[src/rtl/uart_dac_frame_router.sv]
// uart_dac_frame_router: parses framed UART bytes into DAC words, routes
// them to per-channel FIFOs and answers each frame with ACK/NAK/status.
// Ports: clk, reset_n (async, active low); rx_data/rx_valid byte input;
//   fifo_full in, fifo_wr_en/fifo_wr_data out (per-channel FIFO writes);
//   tx_data/tx_valid reply out, tx_busy in; frame_err pulse; overflow sticky.
// Optional build macro ROUTER_CHECKSUM_EN: trailing XOR checksum byte.
module uart_dac_frame_router #(
  parameter int DACN           = 2,
  parameter int DATA_W         = 24,
  parameter int BYTES_PER_WORD = 3,
  parameter int TIMEOUT_CLKS   = 2600
) (
  input  logic              clk,
  input  logic              reset_n,
  input  logic [7:0]        rx_data,
  input  logic              rx_valid,
  input  logic [DACN-1:0]   fifo_full,
  output logic [DACN-1:0]   fifo_wr_en,
  output logic [DATA_W-1:0] fifo_wr_data,
  output logic [7:0]        tx_data,
  output logic              tx_valid,
  input  logic              tx_busy,
  output logic              frame_err,
  output logic [DACN-1:0]   overflow
);

  localparam int PW = 8 * BYTES_PER_WORD;
`ifdef ROUTER_CHECKSUM_EN
  localparam int NB = BYTES_PER_WORD + 1;
`else
  localparam int NB = BYTES_PER_WORD;
`endif
  localparam int TW = $clog2(TIMEOUT_CLKS + 1);

  localparam logic [7:0]    ACK      = 8'h06;
  localparam logic [7:0]    NAK      = 8'h15;
  localparam logic [7:0]    LAST     = 8'(NB - 1);
  localparam logic [7:0]    NPAY     = 8'(BYTES_PER_WORD);
  localparam logic [TW-1:0] TMO_LAST = TW'(TIMEOUT_CLKS - 1);

  typedef enum logic [2:0] {
    S_HEADER,
    S_PAYLOAD,
    S_DISCARD,
    S_COMMIT,
    S_RESPOND
  } state_t;

  state_t          r_state;
  logic [PW-1:0]   r_payload;
  logic [7:0]      r_cnt;
  logic [TW-1:0]   r_tmo;
  logic [7:0]      r_skid;
  logic            r_skid_v;
  logic            r_bcast;
  logic [5:0]      r_chan;
  logic [7:0]      r_reply;
`ifdef ROUTER_CHECKSUM_EN
  logic [7:0]      r_csum;
  logic            r_csum_ok;
`endif

  logic            w_parse;
  logic            w_take;
  logic [7:0]      w_byte;
  logic [PW-1:0]   w_next_pay;
  logic [7:0]      w_status;
  logic            w_chan_ok;
  logic [DACN-1:0] w_tgt;
  logic [DACN-1:0] w_hit_full;
  logic            w_drop;
  logic            w_ok;
  logic            w_tmo_hit;

  // The skid byte is always older than a byte arriving this cycle,
  // so the parser drains it first.
  assign w_parse    = (r_state == S_HEADER) || (r_state == S_PAYLOAD) ||
                      (r_state == S_DISCARD);
  assign w_take     = w_parse && (r_skid_v || rx_valid);
  assign w_byte     = r_skid_v ? r_skid : rx_data;
  assign w_next_pay = PW'({r_payload, w_byte});
  assign w_status   = 8'(fifo_full);
  assign w_chan_ok  = ({1'b0, w_byte[5:0]} < 7'(DACN));
  assign w_tmo_hit  = (r_tmo == TMO_LAST);

  always_comb begin
    w_tgt = '0;
    for (int i = 0; i < DACN; i++) begin
      w_tgt[i] = r_bcast || (r_chan == 6'(i));
    end
  end

  assign w_hit_full = w_tgt & fifo_full;
  assign w_drop     = |w_hit_full;

`ifdef ROUTER_CHECKSUM_EN
  assign w_ok = r_csum_ok;
`else
  assign w_ok = 1'b1;
`endif

  // Write strobes follow the live full flags during the COMMIT cycle.
  assign fifo_wr_en   = (r_state == S_COMMIT && w_ok) ?
                        (w_tgt & ~fifo_full) : '0;
  assign fifo_wr_data = (r_state == S_COMMIT) ?
                        r_payload[DATA_W-1:0] : '0;

  always_ff @(posedge clk or negedge reset_n) begin
    if (!reset_n) begin
      r_state   <= S_HEADER;
      r_payload <= '0;
      r_cnt     <= '0;
      r_tmo     <= '0;
      r_skid    <= '0;
      r_skid_v  <= 1'b0;
      r_bcast   <= 1'b0;
      r_chan    <= '0;
      r_reply   <= '0;
`ifdef ROUTER_CHECKSUM_EN
      r_csum    <= '0;
      r_csum_ok <= 1'b0;
`endif
      tx_data   <= '0;
      tx_valid  <= 1'b0;
      frame_err <= 1'b0;
      overflow  <= '0;
    end else begin
      tx_valid  <= 1'b0;
      frame_err <= 1'b0;

      if (w_parse) begin
        if (r_skid_v) begin
          r_skid_v <= rx_valid;
          if (rx_valid) r_skid <= rx_data;
        end
      end else if (rx_valid) begin
        if (r_skid_v) begin
          frame_err <= 1'b1;
        end else begin
          r_skid   <= rx_data;
          r_skid_v <= 1'b1;
        end
      end

      unique case (r_state)
        S_HEADER: begin
          if (w_take) begin
            r_cnt   <= '0;
            r_tmo   <= '0;
            r_bcast <= (w_byte[7:6] == 2'b01);
            r_chan  <= w_byte[5:0];
`ifdef ROUTER_CHECKSUM_EN
            r_csum  <= w_byte;
`endif
            unique case (w_byte[7:6])
              2'b00: r_state <= w_chan_ok ? S_PAYLOAD : S_DISCARD;
              2'b01: r_state <= S_PAYLOAD;
              2'b10: begin
                r_reply <= w_status;
                r_state <= S_RESPOND;
              end
              default: r_state <= S_DISCARD;
            endcase
          end
        end

        S_PAYLOAD: begin
          if (w_take) begin
            r_tmo <= '0;
            if (r_cnt < NPAY) begin
              r_payload <= w_next_pay;
`ifdef ROUTER_CHECKSUM_EN
              r_csum    <= r_csum ^ w_byte;
            end else begin
              r_csum_ok <= (r_csum == w_byte);
`endif
            end
            if (r_cnt == LAST) r_state <= S_COMMIT;
            else               r_cnt   <= r_cnt + 8'd1;
          end else if (w_tmo_hit) begin
            frame_err <= 1'b1;
            r_state   <= S_HEADER;
          end else begin
            r_tmo <= r_tmo + TW'(1);
          end
        end

        S_DISCARD: begin
          if (w_take) begin
            r_tmo <= '0;
            if (r_cnt == LAST) begin
              r_reply   <= NAK;
              frame_err <= 1'b1;
              r_state   <= S_RESPOND;
            end else begin
              r_cnt <= r_cnt + 8'd1;
            end
          end else if (w_tmo_hit) begin
            frame_err <= 1'b1;
            r_state   <= S_HEADER;
          end else begin
            r_tmo <= r_tmo + TW'(1);
          end
        end

        S_COMMIT: begin
          if (w_ok) overflow <= overflow | w_hit_full;
          if (!w_ok || w_drop) begin
            r_reply   <= NAK;
            frame_err <= 1'b1;
          end else begin
            r_reply <= ACK;
          end
          r_state <= S_RESPOND;
        end

        S_RESPOND: begin
          if (!tx_busy) begin
            tx_valid <= 1'b1;
            tx_data  <= r_reply;
            r_state  <= S_HEADER;
          end
        end

        default: r_state <= S_HEADER;
      endcase
    end
  end

endmodule

[config.mk]
export PLATFORM = sky130hd
export DESIGN_NAME = uart_dac_frame_router
export DESIGN_NICKNAME = d
export VERILOG_FILES = /design/src/rtl/uart_dac_frame_router.sv
export SDC_FILE = /design/constraint.sdc
export NUM_CORES = 1
export LEC_CHECK = 0
export ABC_AREA = 1
export BUFFER_PORTS_ARGS = -buffer_cell sky130_fd_sc_hd__buf_4
export CORE_ASPECT_RATIO = 1.75
export CORE_UTILIZATION = 50
export CTS_CLUSTER_DIAMETER = 40
export DETAILED_ROUTE_END_ITERATION = 10
export GPL_TIMING_DRIVEN = 0
export PLACE_DENSITY = 0.83
export REMOVE_ABC_BUFFERS = 1
export SYNTH_ARGS = -nofsm -noshare
export SYNTH_HDL_FRONTEND = slang
export SYNTH_SLANG_ARGS = --single-unit
[constraint.sdc]
create_clock -name clk -period 1.71 [get_ports clk]
set_input_delay 0.0855 -clock clk [delete_from_list [all_inputs] [get_ports clk]]
set_output_delay 0.0855 -clock clk [all_outputs]
set_load 0.02 [all_outputs]
==> insert_results.sql, run 1 <==
INSERT INTO impl_metrics (metric_group, metric, value, unit) VALUES
('setup_path', 'worst_setup_path_start_kind', 'flop', ''),
('setup_path', 'r2r-end', 'r_reply[0]$_DFFE_PN0P_', ''),
('drt', 'drc_errors', '22', ''),
('setup_path', 'crit-reg2reg-launch', 'r_skid_v$_DFFE_PN0P_', ''),
('synth', 'postSynthAreaPerCell', '7.33', 'sq um'),
('placement', 'numPortBuffers', '47', ''),
('synth', 'yosys_warnings', '0', ''),
('synth', 'netlist_top_cells_area', 'sky130_fd_sc_hd__dfrtp_1, sky130_fd_sc_hd__nand2_1, sky130_fd_sc_hd__nor2_1', ''),
('die', 'row_count', '43', ''),
('synth', 'synth.distinct_cells', '29', ''),
('power', 'power.density_cell_area', '1640', 'nW/um^2'),
('timing', 'rsz0062_at_grt', 'true', ''),
('timing', 'post-route-period-util', '104', '%'),
('synth', 'synthCells', '560', ''),
('setup_path', 'crit_path_start', 'r_skid_v$_DFFE_PN0P_', ''),
('synth', 'synth.largest_area_cell', 'sky130_fd_sc_hd__dfrtp_1', ''),
('cells_and_area', 'nets', '650', ''),
('drt', 'route.detailed.wl_per_inst', '14.8', 'microns'),
('hold_path', 'timing.hold.worst.class', 'primary input to flop', ''),
('drt', 'drt_iter0_drc', '328', ''),
('placement', 'pre_cts_slack', '-0.678', 'ns'),
('synth', 'yosysMostFrequentCell', 'sky130_fd_sc_hd__nand2_1', ''),
('status', 'failing_checks', 'design-rule violations, negative setup slack', ''),
('power', 'p_int', '0.00497', 'W'),
('die', 'chipWidth', '70.5', 'microns'),
('timing', 'worst_clock_skew', '0.00545', 'ns'),
('timing', 'worst_hold_slack', '0.0341', 'ns'),
('timing', 'layout_min_cycle_time', '1.77', 'ns'),
('cells_and_area', 'n_fill_cell', '603', ''),
('die', 'core', '7960', 'sq um'),
('global_routing', 'antenna_found_initial', '0', ''),
('power', 'pwr-share-clk', '24.5', '%'),
('power', 'power.share.sequential', '33.2', '%'),
('timing', 'setup_viol', '1', ''),
('power', 'worst_ir_drop_vdd', '0.807', 'mV'),
('setup_path', 'sort_of_element_at_the_end_of_the_critical_path', 'flop', ''),
('synth', 'postSynthRegisterBits', '75', ''),
('power', 'proportion_of_total_power_due_to_net_switching', '41.2', '%'),
('clocking', 'ctsRootBufferMaster', 'sky130_fd_sc_hd__clkbuf_16', ''),
('synth', 'synth.cells.most_frequent', 'sky130_fd_sc_hd__nand2_1, sky130_fd_sc_hd__dfrtp_1, sky130_fd_sc_hd__nor2_1, sky130_fd_sc_hd__inv_1, sky130_fd_sc_hd__o21ai_0', ''),
('clocking', 'clk_latency', '0.34', 'ns'),
('setup_path', 'crit_arrival', '2.00', 'ns'),
('global_routing', 'global_route.usage.total', '23.9', '%'),
('global_routing', 'global_route.overflow_total', '0', ''),
('timing', 'final_max_slew_viol_count', '0', ''),
('timing', 'setup-tns-final', '-0.0625', 'ns'),
('setup_path', 'cp_data_required_time', '1.94', 'ns'),
('setup_path', 'critPathMaxFanout', '7', ''),
('clocking', 'cts_max_path_buffers', '2', ''),
('setup_path', 'ff2ff_path_depth', '9', ''),
('timing', 'timing.slew.headroom', '35.8', '%'),
('drt', 'drt-total-wl', '10700', 'microns'),
('status', 'status', 'finished with violations', ''),
('placement', 'finalWeightedCongestion', '0.825', ''),
('clocking', 'numCtsBuffers', '9', ''),
('synth', 'postSynth.asyncResetShare', '100', '%'),
('die', 'dieHeight', '122', 'microns'),
('die', 'pin_count', '52', ''),
('global_routing', 'grt_start_max_net_pins', '76', ''),
('global_routing', 'grt_pass1_vias', '3705', ''),
('setup_path', 'r2r_slack', '-0.06', 'ns'),
('clocking', 'htree_levels', '3', ''),
('power', 'power.static_leakage', '2.61', 'nW'),
('clocking', 'tritoncts', 'built', ''),
('setup_path', 'critical_path_endpoint', 'r_reply[0]$_DFFE_PN0P_', ''),
('synth', 'postSynth.topFlopCell', 'sky130_fd_sc_hd__dfrtp_1', ''),
('clocking', 'clock_transition_at_the_registers_of_the_reported_paths', '0.06', 'ns'),
('timing', 'tightestPinTransition', '0.962', 'ns'),
('run', 'max_cap_viol_count', '0', ''),
('global_routing', 'grt_first_pass_wirelength', '16100', 'microns'),
('timing', 'setup_slack', '-0.0625', 'ns');
-- critical path, stage by stage, from the launching register on --
cell and delay [ns]:
sky130_fd_sc_hd__dfrtp_2 0.50, sky130_fd_sc_hd__o21ai_4 0.26, sky130_fd_sc_hd__ha_1 0.19, sky130_fd_sc_hd__nand2_1 0.07, sky130_fd_sc_hd__nand2_1 0.10, sky130_fd_sc_hd__nand2_1 0.07, sky130_fd_sc_hd__a21oi_2 0.20, sky130_fd_sc_hd__nand2_1 0.10
sky130_fd_sc_hd__nor2_1 0.11, sky130_fd_sc_hd__nor2_1 0.05
-- flip-flops by register name (all words and copies together) (netlist names), 3 cells and up --
signal	flops
r_payload	24
r_tmo	12
r_cnt	8
r_skid	8
r_chan	6
r_reply	4
tx_data	4
r_state	3
-- worst min path at each step --
stage	cells past startpoint	start	to
after floorplan	0	reset_n	frame_err$_DFF_PN0_
after global placement	1	reset_n	r_payload[18]$_DFFE_PN0P_
after detailed placement	1	reset_n	r_payload[18]$_DFFE_PN0P_
after CTS	3	rx_data[7]	r_skid[7]$_DFFE_PN0P_
after global routing	3	rx_data[1]	r_skid[1]$_DFFE_PN0P_
final	3	rx_data[2]	r_skid[2]$_DFFE_PN0P_
-- through the flow --
step / utilization, % / instances / total power [W] / area [sq um]
floorplan: - / 546 / 0.00483 / 3990
global placement: 55.9 / 683 / 0.00549 / 4450
detailed placement: 55.9 / 683 / 0.00564 / 4450
CTS: 62.3 / 713 / 0.00793 / 4960
global route: 64.9 / 724 / 0.00898 / 5170
finish: 64.9 / 724 / 0.00846 / 5170
-- power by group through the flow --
stage / sequential [W] / combinational, W / clock, W
CTS: 0.00280 / 0.00304 / 0.00210
global placement: 0.00277 / 0.00272 / 0
floorplan: 0.00277 / 0.00205 / 0
global route: 0.00287 / 0.00396 / 0.00216
finish: 0.00281 / 0.00357 / 0.00208
detailed placement: 0.00281 / 0.00283 / 0
-- layout make-up --
cell class,instances,area (sq um),share of cell area [%]
timing repair inverter,2,15.0,0.291
sequential,75,1880,36.4
timing repair buffer,69,571,11.0
inverter,78,299,5.79
multi-input combinational,394,1960,37.9
clock buffer,12,256,4.96
clock inverter,4,72.6,1.40
tap,90,113,2.18
-- repair_timing --
item / 4_1_cts / 5_1_grt
pin swaps: 4 / 6
hold buffers: 2 / 0
endpoints found under the setup margin: 71 / 88
cloned: 3 / 0
gates resized for setup: 19 / 31
setup buffers: 9 / 11
endpoints found under the hold margin: 76 / 0
-- cells in the final DEF, fill, tap and decap left out, types with 4 or more instances in the layout --
| master | instances |
|---|---|
| sky130_fd_sc_hd__buf_4 | 59 |
| sky130_fd_sc_hd__conb_1 | 4 |
| sky130_fd_sc_hd__nand2_2 | 4 |
| sky130_fd_sc_hd__nand3_1 | 24 |
| sky130_fd_sc_hd__nor2_2 | 12 |
| sky130_fd_sc_hd__nor2_4 | 5 |
| sky130_fd_sc_hd__clkbuf_16 | 9 |
| sky130_fd_sc_hd__inv_1 | 66 |
| sky130_fd_sc_hd__nor2_1 | 60 |
| sky130_fd_sc_hd__a21oi_1 | 5 |
| sky130_fd_sc_hd__ha_1 | 7 |
| sky130_fd_sc_hd__clkinvlp_4 | 4 |
| sky130_fd_sc_hd__dfrtp_1 | 71 |
| sky130_fd_sc_hd__o21ai_2 | 4 |
| sky130_fd_sc_hd__o21ai_1 | 13 |
| sky130_fd_sc_hd__o21ai_0 | 37 |
| sky130_fd_sc_hd__dfrtp_2 | 4 |
| sky130_fd_sc_hd__nand4_1 | 13 |
| sky130_fd_sc_hd__nand2_1 | 176 |
| sky130_fd_sc_hd__a31oi_1 | 6 |
| sky130_fd_sc_hd__xor2_1 | 5 |
| sky130_fd_sc_hd__buf_6 | 6 |
| sky130_fd_sc_hd__inv_2 | 10 |
| sky130_fd_sc_hd__nand2_4 | 5 |
-- routing by layer --
| layer | GRT usage, % | share of wire (%) | vias to the layer above |
|---|---|---|---|
| li1 | - | - | 1887 |
| met1 | 23.6 | 36 | 1890 |
| met2 | 44.8 | 54 | 169 |
| met3 | 4.55 | 5.0 | 56 |
| met4 | 15.7 | 5.7 | 0 |
| met5 | 0 | 0 | - |
-- cells by family (layout without fill, tap and decap cells) --
logic type	after synthesis	after routing	synth area share, %
fa+ha+maj	7	7	2.13
simple gates	305	306	31.1
xor+xnor	6	6	1.28
buf+inv	95	165	10.2
other cells	1	4	0.0914
compound gates	71	71	9.48
flops	75	75	45.7
(Power assumes the default switching activity.)
==> inputs of run 2 (changes only) <==
--- a/config.mk
+++ b/config.mk
@@ -5,14 +5,13 @@
 export SDC_FILE = /design/constraint.sdc
 export NUM_CORES = 1
 export LEC_CHECK = 0
-export ABC_AREA = 1
 export BUFFER_PORTS_ARGS = -buffer_cell sky130_fd_sc_hd__buf_4
 export CORE_ASPECT_RATIO = 1.75
 export CORE_UTILIZATION = 50
 export CTS_CLUSTER_DIAMETER = 40
 export DETAILED_ROUTE_END_ITERATION = 10
 export GPL_TIMING_DRIVEN = 0
-export PLACE_DENSITY = 0.83
+export PLACE_DENSITY = 0.84
 export REMOVE_ABC_BUFFERS = 1
 export SYNTH_ARGS = -nofsm -noshare
 export SYNTH_HDL_FRONTEND = slang
==> run 2 against run 1 <==
Largest power group unchanged. Routed wire length rose by 70%. The flow finishes with violations (negative setup slack). Clock skew rose by 0.010 ns. Largest cell class unchanged. Sequential share of layout area fell by 6.2 points. First-iteration DRC count rose by 80%. Highest routed layer unchanged.
==> insert_results.sql, run 2 <==
INSERT INTO impl_metrics (metric_group, metric, value, unit) VALUES
('cells_and_area', 'antenna_cells', '0', ''),
('synth', 'postSynth.topFlopCell', 'sky130_fd_sc_hd__dfrtp_1', ''),
('timing', 'worst_clock_skew', '0.0156', 'ns'),
('drt', 'drt_iter0_drc', '591', ''),
('setup_path', 'crit-reg2reg-launch', 'r_skid_v$_DFFE_PN0P_', ''),
('placement', 'numPortBuffers', '47', ''),
('cells_and_area', 'top_register', 'r_payload', ''),
('power', 'power.static_leakage', '2.74', 'nW'),
('timing', 'final_max_slew_viol_count', '0', ''),
('die', 'initial_core_util', '52.4', '%'),
('power', 'power.density_cell_area', '1850', 'nW/um^2'),
('drt', 'detailroute.via_count', '4122', ''),
('setup_path', 'ff2ff_path_depth', '8', ''),
('cells_and_area', 'flip_flop_count_of_the_largest_register_after_layout', '24', ''),
('synth', 'synth.distinct_cells', '52', ''),
('setup_path', 'crit_arrival', '2.45', 'ns'),
('global_routing', 'global_route.usage.total', '37.5', '%'),
('die', 'pin_count', '52', ''),
('timing', 'tightestPinTransition', '0.980', 'ns'),
('die', 'chipWidth', '68.0', 'microns'),
('global_routing', 'antenna_found_initial', '0', ''),
('synth', 'postSynthRegisterBits', '75', ''),
('synth', 'postSynth.asyncResetShare', '100', '%'),
('setup_path', 'r2r_slack', '-0.50', 'ns'),
('synth', 'yosys_warnings', '0', ''),
('global_routing', 'grt_start_max_net_pins', '76', ''),
('global_routing', 'grt_first_pass_wirelength', '21500', 'microns'),
('clocking', 'cts_max_path_buffers', '2', ''),
('hold_path', 'worst_hold_startpoint', 'rx_data[6]', ''),
('drt', 'ant_nets', '0', ''),
('setup_path', 'critPathTopFamily', 'flip-flops', ''),
('synth', 'synth.largest_area_cell', 'sky130_fd_sc_hd__dfrtp_1', ''),
('status', 'failing_checks', 'negative setup slack', ''),
('clocking', 'clock_transition_at_the_registers_of_the_reported_paths', '0.07', 'ns'),
('timing', 'timing.slew.headroom', '34.6', '%'),
('setup_path', 'worst_setup_path_start_kind', 'flop', ''),
('setup_path', 'cp_slowest_stage_delay', '0.49', 'ns'),
('cells_and_area', 'post_route_cells_drive_above_1_share', '60.3', '%'),
('clocking', 'tritoncts', 'built', ''),
('setup_path', 'critPathMaxFanout', '5', ''),
('setup_path', 'worstPathBufferInverterCount', '2', ''),
('cells_and_area', 'reg.largest.list', 'r_payload (24), r_tmo (12)', ''),
('cells_and_area', 'area_growth_syn_to_layout', '63.8', '%'),
('die', 'row_count', '41', ''),
('status', 'status', 'finished with violations', ''),
('synth', 'netlist_area', '3810', 'sq um'),
('timing', 'setup_slack', '-0.495', 'ns'),
('setup_path', 'critPathKind', 'flop to flop', ''),
('clocking', 'clk_latency', '0.36', 'ns'),
('setup_path', 'r2r-end', 'r_state[0]$_DFFE_PN0P_', ''),
('synth', 'netlist_top_cells_area', 'sky130_fd_sc_hd__dfrtp_1, sky130_fd_sc_hd__mux2_1, sky130_fd_sc_hd__and2_1', ''),
('timing', 'hold_viol', '0', ''),
('timing', 'post-route-period-util', '129', '%'),
('clocking', 'numCtsBuffers', '9', ''),
('cells_and_area', 'layout.cells.most_common_list', 'sky130_fd_sc_hd__buf_4, sky130_fd_sc_hd__dfrtp_1, sky130_fd_sc_hd__buf_6', ''),
('drt', 'route.detailed.wl_per_inst', '30.8', 'microns'),
('placement', 'placed_cells', '482', ''),
('hold_path', 'hold_depth', '2', ''),
('power', 'worst_ir_drop_vdd', '1.08', 'mV'),
('die', 'fp.dieArea', '8000', 'sq um'),
('run', 'max_cap_viol_count', '0', ''),
('clocking', 'htree_levels', '3', ''),
('clocking', 'ctsRootBufferMaster', 'sky130_fd_sc_hd__clkbuf_16', ''),
('drt', 'firstDrtPassIters', '6', ''),
('synth', 'post-synth-top-area-fraction', '49.2', '%'),
('hold_path', 'timing.hold.worst.class', 'primary input to flop', ''),
('synth', 'synthCells', '364', ''),
('timing', 'worst_hold_slack', '0.0146', 'ns'),
('setup_path', 'sort_of_element_at_the_end_of_the_critical_path', 'flop', ''),
('setup_path', 'critical_path.slowest_cell', 'sky130_fd_sc_hd__dfrtp_2', ''),
('timing', 'achievable-frequency', '0.453', 'GHz'),
('synth', 'ys_seq_area_share', '49.2', '%'),
('synth', 'synth.cells.most_frequent', 'sky130_fd_sc_hd__dfrtp_1, sky130_fd_sc_hd__nand2_1, sky130_fd_sc_hd__nor2_1, sky130_fd_sc_hd__and2_1', ''),
('hold_path', 'timing.hold.worst_endpoint', 'r_skid[6]$_DFFE_PN0P_', ''),
('cells_and_area', 'finish.cell_count_without_fillers', '590', ''),
('placement', 'place.detailed.hpwl', '5430', 'microns'),
('drt', 'vias_per_cell', '6.99', ''),
('synth', 'yosysMostFrequentCell', 'sky130_fd_sc_hd__dfrtp_1', ''),
('cells_and_area', 'final_common_cell', 'sky130_fd_sc_hd__buf_4', ''),
('synth', 'synth-edff-count', '0', ''),
('drt', 'drt-total-wl', '18200', 'microns'),
('synth', 'postSynthAreaPerCell', '10.5', 'sq um'),
('die', 'core', '7280', 'sq um'),
('placement', 'finalWeightedCongestion', '0.824', ''),
('setup_path', 'cp.depth', '8', ''),
('drt', 'drc_errors', '0', ''),
('cells_and_area', 'nets', '521', ''),
('clocking', 'cts_sinks', '75', ''),
('timing', 'layout_min_cycle_time', '2.21', 'ns'),
('die', 'dieHeight', '118', 'microns'),
('setup_path', 'critical_path.cell_chain', 'buf_6 -> mux2i_4 -> ha_4 -> nand4b_1 -> buf_4 -> a31oi_4 -> a21oi_2 -> nor3_1', ''),
('setup_path', 'cp_data_required_time', '1.95', 'ns'),
('global_routing', 'global_route.overflow_total', '0', ''),
('cells_and_area', 'n_fill_cell', '251', ''),
('global_routing', 'grt_pass1_vias', '3860', ''),
('timing', 'setup_viol', '80', ''),
('timing', 'rsz0062_at_grt', 'true', '');
## run 2: cells by family (layout without fill, tap and decap cells)
logic type / count (synthesis) / in the layout / share of synthesized area, %
and+or+nand+nor: 142 / 144 / 19.9
buffers and inverters: 26 / 161 / 3.74
other: 1 / 4 / 0.0983
adders and majority gates: 7 / 7 / 2.30
DFF: 75 / 75 / 49.2
AOI/OAI and AO/OA: 60 / 60 / 10.2
xor gates and xnor gates: 11 / 11 / 2.53
muxes: 42 / 42 / 12.0
## run 2: what timing repair did
item / 4_1_cts / 5_1_grt
hold endpoints to repair: 78 / 1
hold buffers: 4 / 1
gates cloned: 5 / 0
resized for setup: 103 / 134
setup buffers: 49 / 40
setup endpoints to repair: 98 / 93
pin swaps: 23 / 56
## run 2: worst max path at each step
stage | from | to | slack (ns)
final | r_skid_v$_DFFE_PN0P_ | r_state[0]$_DFFE_PN0P_ | -0.50
after global routing | r_skid_v$_DFFE_PN0P_ | r_state[0]$_DFFE_PN0P_ | -0.56
after CTS | r_chan[4]$_DFFE_PN0P_ | r_reply[1]$_DFFE_PN0P_ | -0.18
after detailed placement | r_skid_v$_DFFE_PN0P_ | r_payload[17]$_DFFE_PN0P_ | -0.99
after global placement | r_skid_v$_DFFE_PN0P_ | r_payload[12]$_DFFE_PN0P_ | -1.91
after floorplan | r_skid_v$_DFFE_PN0P_ | r_payload[16]$_DFFE_PN0P_ | -1.27
## run 2: cell type report
class	instances	area, sq um	area share, %
tap	86	108	1.72
clock buffer	12	236	3.79
inverter	7	28.8	0.461
clock inverter	3	40.0	0.641
multi-input combinational	268	2570	41.2
timing repair buffer	139	1370	22.0
sequential	75	1890	30.2
## run 2: power breakdown
group / internal (W) / leakage, nW / switching, W
clock network: 0.00112 / 0.136 / 0.000798
logic: 0.00307 / 1.67 / 0.00325
registers: 0.00246 / 0.933 / 0.000873
## run 2: worst register-to-register path, delay by kind of cell (launching register included)
kind	cells	cell delay (ns)
AO/OA/AOI/OAI	2	0.20
adder cells (fa/ha/maj)	1	0.21
buffers and inverters	2	0.42
flip-flops	1	0.49
multiplexers	1	0.29
AND/OR/NAND/NOR	2	0.48
## run 2: per-stage QoR
stage	total power, W	TNS (ns)	util [%]	setup WS [ns]	cell area (sq um)
after detailed placement	0.00562	-52.66	57.7	-0.989	4200
after global routing	0.0119	-18.21	85.8	-0.563	6250
after floorplan	0.00476	-33.66	-	-1.27	3710
final	0.0116	-14.70	85.8	-0.495	6250
after CTS	0.00916	-5.49	74.4	-0.179	5420
after global placement	0.00543	-72.87	57.2	-1.91	4170
## run 2: routing by layer
layer	global-route usage (%)	share of wire, %	vias up
li1	-	-	1560
met1	38.9	33	1971
met2	56.9	46	459
met3	18.8	13	132
met4	25.3	7.5	0
met5	0	0	-
==> inputs of run 3 (changes only) <==
--- a/config.mk
+++ b/config.mk
@@ -11,7 +11,7 @@
 export CTS_CLUSTER_DIAMETER = 40
 export DETAILED_ROUTE_END_ITERATION = 10
 export GPL_TIMING_DRIVEN = 0
-export PLACE_DENSITY = 0.84
+export PLACE_DENSITY = 0.81
 export REMOVE_ABC_BUFFERS = 1
 export SYNTH_ARGS = -nofsm -noshare
 export SYNTH_HDL_FRONTEND = slang
==> constraint.sdc (replaced) <==
create_clock -name clk -period 2.7 [get_ports clk]
set_input_delay 0.135 -clock clk [delete_from_list [all_inputs] [get_ports clk]]
set_output_delay 0.135 -clock clk [all_outputs]
set_load 0.02 [all_outputs]
==> run 3 against run 2 <==
The run now ends clean. Routed wire length is 58% lower. Core utilization is 24 points lower. Final cell count is 15% lower. Critical path type unchanged. Highest routed layer unchanged.
==> insert_results.sql, run 3 (same netlist as run 2, synthesis figures left out) <==
INSERT INTO impl_metrics (metric_group, metric, value, unit) VALUES
('timing', 'post-route-period-util', '92.2', '%'),
('setup_path', 'critPathMaxFanout', '25', ''),
('global_routing', 'global_route.usage.total', '21.5', '%'),
('timing', 'hold_viol', '0', ''),
('timing', 'setup_viol', '0', ''),
('cells_and_area', 'layout.cells.most_common_list', 'sky130_fd_sc_hd__dfrtp_1, sky130_fd_sc_hd__buf_4, sky130_fd_sc_hd__nand2_1, sky130_fd_sc_hd__nor2_1, sky130_fd_sc_hd__and2_1', ''),
('cells_and_area', 'regArea', '1880', 'sq um'),
('setup_path', 'sort_of_element_at_the_end_of_the_critical_path', 'flop', ''),
('drt', 'route.detailed.wl_per_inst', '15.4', 'microns'),
('run', 'max_cap_viol_count', '0', ''),
('drt', 'firstDrtPassIters', '4', ''),
('timing', 'final_max_slew_viol_count', '0', ''),
('die', 'fp.dieArea', '8000', 'sq um'),
('drt', 'drc_errors', '0', ''),
('drt', 'ant_nets', '0', ''),
('die', 'chipWidth', '68.0', 'microns'),
('setup_path', 'r2r-end', 'r_payload[20]$_DFFE_PN0P_', ''),
('cells_and_area', 'top_register', 'r_payload', ''),
('cells_and_area', 'area_growth_syn_to_layout', '18.5', '%'),
('setup_path', 'crit_arrival', '2.70', 'ns'),
('drt', 'vias_per_cell', '5.70', ''),
('setup_path', 'ff2ff_path_depth', '5', ''),
('die', 'pin_count', '52', ''),
('power', 'power.density_cell_area', '1040', 'nW/um^2'),
('die', 'row_count', '41', ''),
('placement', 'finalWeightedCongestion', '0.872', ''),
('cells_and_area', 'post_route_cells_drive_above_1_share', '21.3', '%'),
('timing', 'setup-tns-final', '0', 'ns'),
('global_routing', 'global_route.overflow_total', '0', ''),
('timing', 'worst_hold_slack', '0.0408', 'ns'),
('power', 'worst_ir_drop_vdd', '0.512', 'mV'),
('die', 'core', '7280', 'sq um'),
('clocking', 'cts_sinks', '75', ''),
('timing', 'tightestPinTransition', '0.935', 'ns'),
('cells_and_area', 'post-route-util', '62.0', '%'),
('clocking', 'htree_levels', '3', ''),
('clocking', 'cts_max_path_buffers', '2', ''),
('cells_and_area', 'finish.instance_area', '4520', 'sq um'),
('global_routing', 'grt_start_max_net_pins', '76', ''),
('cells_and_area', 'final_common_cell', 'sky130_fd_sc_hd__dfrtp_1', ''),
('cells_and_area', 'n_fill_cell', '567', ''),
('placement', 'place.detailed.hpwl', '5470', 'microns'),
('clocking', 'clock_transition_at_the_registers_of_the_reported_paths', '0.06', 'ns'),
('clocking', 'clk_latency', '0.34', 'ns'),
('timing', 'achievable-frequency', '0.402', 'GHz'),
('timing', 'worst_clock_skew', '0.00507', 'ns'),
('placement', 'numPortBuffers', '47', ''),
('global_routing', 'grt_pass1_vias', '2823', ''),
('clocking', 'tritoncts', 'built', ''),
('drt', 'drt_iter0_drc', '240', ''),
('timing', 'rsz0062_at_grt', 'false', ''),
('hold_path', 'timing.hold.worst.class', 'primary input to flop', ''),
('cells_and_area', 'reg.largest.list', 'r_payload (24), r_tmo (12)', ''),
('setup_path', 'critPathKind', 'flop to flop', ''),
('setup_path', 'crit-reg2reg-launch', 'r_skid_v$_DFFE_PN0P_', ''),
('timing', 'layout_min_cycle_time', '2.49', 'ns'),
('drt', 'detailroute.via_count', '2849', ''),
('setup_path', 'cp_data_required_time', '2.91', 'ns'),
('clocking', 'cts_post_setup_buffers_inserted', '0', ''),
('cells_and_area', 'nets', '430', ''),
('setup_path', 'r2r_slack', '0.21', 'ns'),
('cells_and_area', 'antenna_cells', '0', ''),
('setup_path', 'worst_setup_path_start_kind', 'flop', ''),
('global_routing', 'grt_first_pass_wirelength', '13000', 'microns'),
('setup_path', 'crit_path_start', 'r_skid_v$_DFFE_PN0P_', ''),
('status', 'status', 'completed', ''),
('clocking', 'numCtsBuffers', '9', ''),
('placement', 'placement.cell_area', '4220', 'sq um'),
('die', 'initial_core_util', '52.4', '%'),
('timing', 'timing.slew.headroom', '37.7', '%'),
('drt', 'drt-total-wl', '7720', 'microns'),
('global_routing', 'antenna_found_initial', '0', ''),
('clocking', 'ctsRootBufferMaster', 'sky130_fd_sc_hd__clkbuf_16', ''),
('die', 'dieHeight', '118', 'microns'),
('cells_and_area', 'area_of_combinational_cells_with_multiple_inputs', '1810', 'sq um'),
('power', 'design_power_total', '0.00472', 'W'),
('cells_and_area', 'flip_flop_count_of_the_largest_register_after_layout', '24', ''),
('power', 'power.static_leakage', '2.08', 'nW'),
('setup_path', 'critical_path_endpoint', 'r_payload[20]$_DFFE_PN0P_', '');
run 3: repair_timing:
item / CTS / global route
setup endpoints to repair: 12 / 0
hold endpoints to repair: 75 / 0
hold buffers: 1 / 0
resized for setup: 1 / 0
run 3: layout make-up:
| type | instances | share of cell area [%] |
|---|---|---|
| Tap cell | 86 | 2.38 |
| Timing Repair Buffer | 50 | 8.89 |
| Inverter | 7 | 0.581 |
| Clock buffer | 15 | 6.37 |
| Clock inverter | 1 | 0.111 |
| Multi-Input combinational cell | 266 | 40.1 |
| Sequential cell | 75 | 41.6 |
run 3: how the worst min path moves through the flow:
| stage | start | endpoint | slack [ns] | cells past startpoint |
|---|---|---|---|---|
| 6_report | tx_busy | tx_valid$_DFF_PN0_ | 0.04 | 2 |
| 5_1_grt | rx_data[0] | r_skid[0]$_DFFE_PN0P_ | 0.04 | 2 |
| 4_1_cts | tx_busy | tx_valid$_DFF_PN0_ | 0.04 | 2 |
| 3_5_place_dp | reset_n | r_payload[18]$_DFFE_PN0P_ | 0.33 | 1 |
| 3_3_place_gp | reset_n | r_payload[18]$_DFFE_PN0P_ | 0.32 | 1 |
| 2_1_floorplan | reset_n | frame_err$_DFF_PN0_ | -0.16 | 0 |
run 3: stage by stage:
stage,setup slack (ns),cells
global placement,-0.899,481
finish,0.211,500
global route,0.0921,500
CTS,0.217,500
detailed placement,-0.0179,483
floorplan,-0.277,348
run 3: metal layers:
layer	global-route usage (%)	vias up	wire length, microns
met2	36.2	72	4240
met3	5.04	14	295
li1	-	1357	-
met4	10.0	0	188
met5	0	-	0
met1	24.5	1406	3000
run 3: worst max-delay path, cell delays in order, from the launching register on:
cell and delay, ns:
sky130_fd_sc_hd__dfrtp_2 0.60, sky130_fd_sc_hd__nor2_1 0.28, sky130_fd_sc_hd__or3_1 0.48, sky130_fd_sc_hd__nor3_4 0.41
sky130_fd_sc_hd__buf_16 0.23, sky130_fd_sc_hd__mux2_1 0.35
run 3: report_power, final:
group | total (W) | switching, W | internal, W
logic | 0.00165 | 0.000911 | 0.000742
registers | 0.00191 | 0.000354 | 0.00156
clock network | 0.00115 | 0.000433 | 0.000721
